==> config.mk <==
export PLATFORM = sky130hd
export DESIGN_NAME = control_pipe
export DESIGN_NICKNAME = d
export VERILOG_FILES = /design/src/rtl/control_pipe.sv
export SDC_FILE = /design/constraint.sdc
export NUM_CORES = 1
export LEC_CHECK = 0
export CAP_MARGIN = 10
export CORE_UTILIZATION = 47
export DETAILED_ROUTE_END_ITERATION = 10
export PLACE_DENSITY = 0.78
export SLEW_MARGIN = 20
export SYNTH_ARGS = -nofsm -noshare
export SYNTH_HDL_FRONTEND = slang
export SYNTH_SLANG_ARGS = --single-unit
export TNS_END_PERCENT = 30
==> constraint.sdc <==
create_clock -name clk -period 1.7 [get_ports clk]
set_input_delay 0.17 -clock clk [delete_from_list [all_inputs] [get_ports clk]]
set_output_delay 0.17 -clock clk [all_outputs]
set_load 0.01 [all_outputs]
==> src/rtl/control_pipe.sv <==
// Control-path pipeline registers ID/EX -> EX/MEM -> MEM/WB with
// load-use stall, branch flush and EX-operand forwarding selects.
module control_pipe #(
    parameter int AW = 5
) (
    input  logic          clk,
    input  logic          rst,
    input  logic [1:0]    id_wb,
    input  logic [2:0]    id_m,
    input  logic [3:0]    id_ex,
    input  logic [AW-1:0] id_rs,
    input  logic [AW-1:0] id_rt,
    input  logic [AW-1:0] id_rd,
    input  logic          branch_taken,
    output logic          stall,
    output logic [1:0]    ex_alu_op,
    output logic          ex_alu_src,
    output logic [1:0]    fwd_a,
    output logic [1:0]    fwd_b,
    output logic          mem_branch,
    output logic          mem_read,
    output logic          mem_write,
    output logic [AW-1:0] mem_dst,
    output logic          wb_reg_write,
    output logic          wb_mem_to_reg,
    output logic [AW-1:0] wb_dst
);

    typedef struct packed {
        logic [1:0]    wb;
        logic [2:0]    m;
        logic [3:0]    ex;
        logic [AW-1:0] rs;
        logic [AW-1:0] rt;
        logic [AW-1:0] rd;
    } id_ex_t;

    typedef struct packed {
        logic [1:0]    wb;
        logic [2:0]    m;
        logic [AW-1:0] dst;
    } ex_mem_t;

    typedef struct packed {
        logic [1:0]    wb;
        logic [AW-1:0] dst;
    } mem_wb_t;

    id_ex_t        idex;
    ex_mem_t       exmem;
    mem_wb_t       memwb;
    logic [AW-1:0] ex_dst;

    assign ex_dst = idex.ex[3] ? idex.rd : idex.rt;

    // A taken branch already squashes the dependent instruction, so no stall
    assign stall = idex.m[1]
                 && (idex.rt != '0)
                 && ((idex.rt == id_rs) || (idex.rt == id_rt))
                 && !branch_taken;

    always_ff @(posedge clk) begin
        if (rst) begin
            idex  <= '0;
            exmem <= '0;
            memwb <= '0;
        end else begin
            memwb.wb  <= exmem.wb;
            memwb.dst <= exmem.dst;
            if (branch_taken) begin
                idex  <= '0;
                exmem <= '0;
            end else begin
                exmem.wb  <= idex.wb;
                exmem.m   <= idex.m;
                exmem.dst <= ex_dst;
                if (stall) begin
                    idex <= '0;
                end else begin
                    idex.wb <= id_wb;
                    idex.m  <= id_m;
                    idex.ex <= id_ex;
                    idex.rs <= id_rs;
                    idex.rt <= id_rt;
                    idex.rd <= id_rd;
                end
            end
        end
    end

    function automatic logic [1:0] fwd_sel(input logic [AW-1:0] src);
        logic [1:0] sel;
        sel = 2'b00;
        if (src != '0) begin
            if (exmem.wb[1] && (exmem.dst == src)) begin
                sel = 2'b10;
            end else if (memwb.wb[1] && (memwb.dst == src)) begin
                sel = 2'b01;
            end
        end
        return sel;
    endfunction

    assign fwd_a = fwd_sel(idex.rs);
    assign fwd_b = fwd_sel(idex.rt);

    assign ex_alu_op     = idex.ex[2:1];
    assign ex_alu_src    = idex.ex[0];
    assign mem_branch    = exmem.m[2];
    assign mem_read      = exmem.m[1];
    assign mem_write     = exmem.m[0];
    assign mem_dst       = exmem.dst;
    assign wb_reg_write  = memwb.wb[1];
    assign wb_mem_to_reg = memwb.wb[0];
    assign wb_dst        = memwb.dst;

endmodule
=== Yosys cells after proc, flatten, opt, wreduce, memory -nomap -nowiden ===
Index checks and enable logic that the tools add are counted.

* Muxes and demuxes: 7
* Reductions and logical operators: 13
* Equality and inequality tests: 6

{| class="wikitable"
|+ Operators by type and width
! cell !! count
|-
| $eq A5 B5 Y1 || 6
|-
| $reduce_bool A5 Y1 || 2
|-
| $mux W2 || 4
|-
| $logic_and A1 B1 Y1 || 7
|-
| $mux W5 || 1
|-
| $reduce_or A3 Y1 || 1
|-
| $mux W1 || 2
|-
| $reduce_or A2 Y1 || 1
|-
| $logic_not A1 Y1 || 1
|-
| $logic_or A1 B1 Y1 || 1
|}

* Word-level logic and storage cells: 37
* Output and inout bits: 23
* Bits in registers: 41
* Bits of input ports: 27

=== Depth between registers and ports, before layout ===
* Depth after elaboration: 5
* Mapped depth: 6
* Mapped depth without buffers: 4

=== Worst setup path before layout ===
OpenSTA, ideal clock, no wires.

* Path kind: reg2out
* From: reg idex[6] in the netlist's numbering
* To: out stall
* Required time: 1530 ps
* Path buffers: 1
* Cell stages (with the launch flop): 6
* Arrival: 1355 ps
* Slack: 175 ps
* Path through: dfxtp_1 buf_6 or4_4 nor2_4 nor3b_2 and2_2

* Word-level cells in the longest chain between the ends: 4
* Elaborated cells on any way between the ends: 7
* Classes of those cells: eq/ne: 2; reduce/logical: 5

{| class="wikitable"
|+ RTL lines
! what !! line !! source
|-
| start: declaration || 49 || <nowiki>id_ex_t idex;</nowiki>
|-
| $eq A5 B5 Y1 / $reduce_bool A5 Y1 (equally long branches) || 59, 58 ||
|-
| $logic_or A1 B1 Y1 / $logic_and A1 B1 Y1 (equally long branches) || 59, 58 ||
|-
| $logic_and A1 B1 Y1 * || 59 || <nowiki>&& ((idex.rt == id_rs) || (idex.rt == id_rt))</nowiki>
|-
| $logic_and A1 B1 Y1 * || 60 || <nowiki>&& !branch_taken;</nowiki>
|-
| end: declaration || 15 || <nowiki>output logic stall,</nowiki>
|}

Mark *: on every way between the ends. The rest lies on a longest branch, timed or not.

=== Final worst setup path ===
* From: reg idex[7] in the netlist's numbering
* To: out fwd_b[0]

* Word-level cells in the longest chain between the ends: 5
* Elaborated cells on any way between the ends: 8
* Classes of those cells: eq/ne: 2; mux: 3; reduce/logical: 3

{| class="wikitable"
|+ RTL lines
! what !! line !! source
|-
| $eq A5 B5 Y1 || 97 || <nowiki>end else if (memwb.wb[1] && (memwb.dst == src)) begin</nowiki>
|-
| $logic_and A1 B1 Y1 || 97 ||
|-
| $mux W1 || 97 ||
|-
| $mux W2 || 95 || <nowiki>if (exmem.wb[1] && (exmem.dst == src)) begin</nowiki>
|-
| $mux W2 * || 94 || <nowiki>if (src != '0) begin</nowiki>
|-
| end: declaration || 19 || <nowiki>output logic [1:0] fwd_b,</nowiki>
|}

Marks and branches as above.

==> run_results.csv <==
group,metric,value,unit
clock_tree,cts_root_buf,"clkbuf_8",
drt,wirelength,3740,microns
layout,nNetsFinal,271,
die,die_h,64,microns
critical_path,reg2regPathDepth,5,
pwr,netSwitchingFraction,0.232,
layout,most-common-layout-cells,"44 x clkdlybuf4s50_1, 31 x dfxtp_1, 28 x nand2_1",
yosys,synthesis.nets,213,
grt,grt_max_degree,30,
drt,drtIter0Drc,38,
yosys,syn-instance-count,186,
critical_path,startpoint_type,"flop",
die,fp.coreArea,0.00366,sq mm
pwr,power,1.98,mW
clock_tree,numClockSinks,41,
critical_path,reg2reg_slack,0.08,ns
timing,fin_ws,-0.125,ns
timing,fmax,0.548,GHz
critical_path,crit_fanout,2,
layout,finalNonFillerCells,293,
yosys,avgSynthCellArea,9.71,sq um
timing,period_minus_slack,1.83,ns
min_path,hp-start,"id_rd[0]",
flow_run,maxCapViolCount,0,
clock_tree,clock_path_buffers,2,
critical_path,crit_start,"idex[7]$_SDFF_PP0_",
die,dieArea,0.00410,sq mm
pwr,power_frac_seq,0.512,
critical_path,crit_type,"reg2out",
pwr,p_sw,0.459,mW
min_path,hold_path.class,"in2reg",
yosys,synth_warnings,0,
critical_path,crit_arrival,1.66,ns
timing,post-route-period-util,1.07,
timing,rsz0062_at_grt,"true",
die,ios,50,
layout,insertedDiodeCount,0,
layout,final_util,0.694,
clock_tree,cts.reportedPaths.clkPinSlew,0.07,ns
timing,skew,0.00636,ns
layout,fin_area,0.00254,sq mm
pwr,leakage,0.995,nW
pwr,clockPowerShare,0.345,
clock_tree,cts_made_buffers,5,
clock_tree,holdBufCountCts,0,
timing,drv_slew,0,
critical_path,r2r-end,"idex[9]$_SDFF_PP0_",
clock_tree,insertion_delay,0.29,ns
die,rows,22,
grt,first_global_vias,1318,
yosys,synth_cell_types,25,
die,initial_utilization,0.494,
grt,track_usage,0.204,
clock_tree,tritoncts,"built",
layout,area_growth,40.7,%
pwr,power_density,778,mW/mm^2
drt,wire_per_inst,12.8,microns
placed_design,placed_area,0.00239,sq mm
drt,via_count,1387,
pwr,p_int,1.52,mW
placed_design,dp.cells,282,
layout,final_common_cell,"clkdlybuf4s50_1",
critical_path,required,1.53,ns
min_path,holdPathStages,3,
grt,antenna_found_initial,0,
layout,drive_gt1_frac,0.298,
drt,via_per_inst,4.73,
min_path,hold_end,"idex[0]$_SDFF_PP0_",
yosys,seq_area_frac_synth,0.454,
die,die_w,64,microns
timing,tns,-0.371,ns
yosys,syn-cell-area,0.00181,sq mm
status,violations,"setup timing",
layout,regMostFlops,"idex",
grt,grt_pass1_wl,6290,microns
timing,hold_ws,0.400,ns
pwr,ir_drop,0.581,mV
pwr,power_frac_comb,0.143,
timing,worstMarginPinSlew,0.386,ns
status,status,"finished with violations",
drt,dr.pass1.iters,4,
timing,finalSetupViolations,4,
layout,largest_reg_flops,21,
clock_tree,ctsHtreeMaxLevel,2,
yosys,synth_seq_cells,41,
placed_design,dp_hpwl,2710,microns
critical_path,rr_startpoint,"idex[7]$_SDFF_PP0_",
placed_design,io_buffers,49,
critical_path,cp-end-kind,"output pin",
grt,overflow,0,
drt,drc,0,
drt,final_antenna_net_count,0,
timing,hold_violations,0,
placed_design,dp_slack,-0.244,ns
timing,slew_headroom,0.742,
placed_design,gp_congestion,0.859,
## worst max-delay path, cell delays in order, from the launching register on
cell     delay, ns
dfxtp_2       0.33
buf_6         0.11
xor2_1        0.15
nor4_1        0.33
nand3_1       0.16
nor4b_4       0.16
buf_2         0.14
## area by class of cell
| type | instances | area (sq um) |
|---|---|---|
| fillers | 294 | 1120 |
| clock buffers | 7 | 96.3 |
| well taps | 48 | 60.1 |
| repair buffers | 71 | 661 |
| flip-flops and latches | 41 | 833 |
| clock inverters | 1 | 5.00 |
| multi-input cells | 125 | 886 |
## power groups by stage
stage | clock network (mW) | logic [mW] | registers [mW]
after CTS | 0.693 | 0.278 | 1.01
after floorplan | 0 | 0.148 | 1.02
final | 0.682 | 0.282 | 1.01
after global routing | 0.739 | 0.305 | 1.02
after global placement | 0 | 0.266 | 1.03
after detailed placement | 0 | 0.269 | 1.03
## cells by family (layout without fill, tap and decap cells)
kind of cell,count (synthesis),count (layout),synth area share
buf+inv,20,79,0.0769
compound gates,25,25,0.111
xor+xnor,30,30,0.145
simple gates,65,65,0.184
flops,41,41,0.454
mux,5,5,0.0277
## worst max path at each step
stage,slack (ns),cells after the start,to
3_5_place_dp,-0.24,5,fwd_b[0]
4_1_cts,-0.15,6,fwd_b[0]
6_report,-0.13,6,fwd_b[0]
5_1_grt,-0.15,6,fwd_b[0]
2_1_floorplan,0.17,5,stall
3_3_place_gp,-0.26,6,stall
## layer usage
metal | share of wire | vias to the layer above | track usage
li1 | - | 709 | -
met1 | 0.47 | 633 | 0.271
met2 | 0.47 | 37 | 0.318
met3 | 0.037 | 8 | 0.0375
met4 | 0.019 | 0 | 0.0938
met5 | 0 | - | 0
## Yosys cell counts
master	n	area (sq um)
dfxtp_1	41	821
nand2_1	28	105
xnor2_1	22	193
a21oi_2	20	175
buf_4	10	75.1
nor2_1	9	33.8
xor2_1	8	70.1
nor2b_1	7	43.8
and2_1	5	31.3
mux2i_1	5	50.1
a21oi_1	4	20.0
clkbuf_1	4	15.0
nand3_1	4	20.0
buf_2	3	15.0
buf_6	3	33.8
nand4_1	2	12.5
nor4_1	2	12.5
nor4b_1	2	17.5
and2_2	1	7.51
nor2_4	1	11.3
nor3b_2	1	12.5
o22ai_1	1	6.26
or2_1	1	6.26
or4_1	1	7.51
or4_4	1	11.3
## what timing repair did
item	in CTS	in global routing
resized for setup	30	9
hold endpoints to repair	0	0
setup endpoints to repair	5	29
buffers inserted	2	1
pin swaps	9	7
Note: power is estimated with default switching activity, not from simulation.
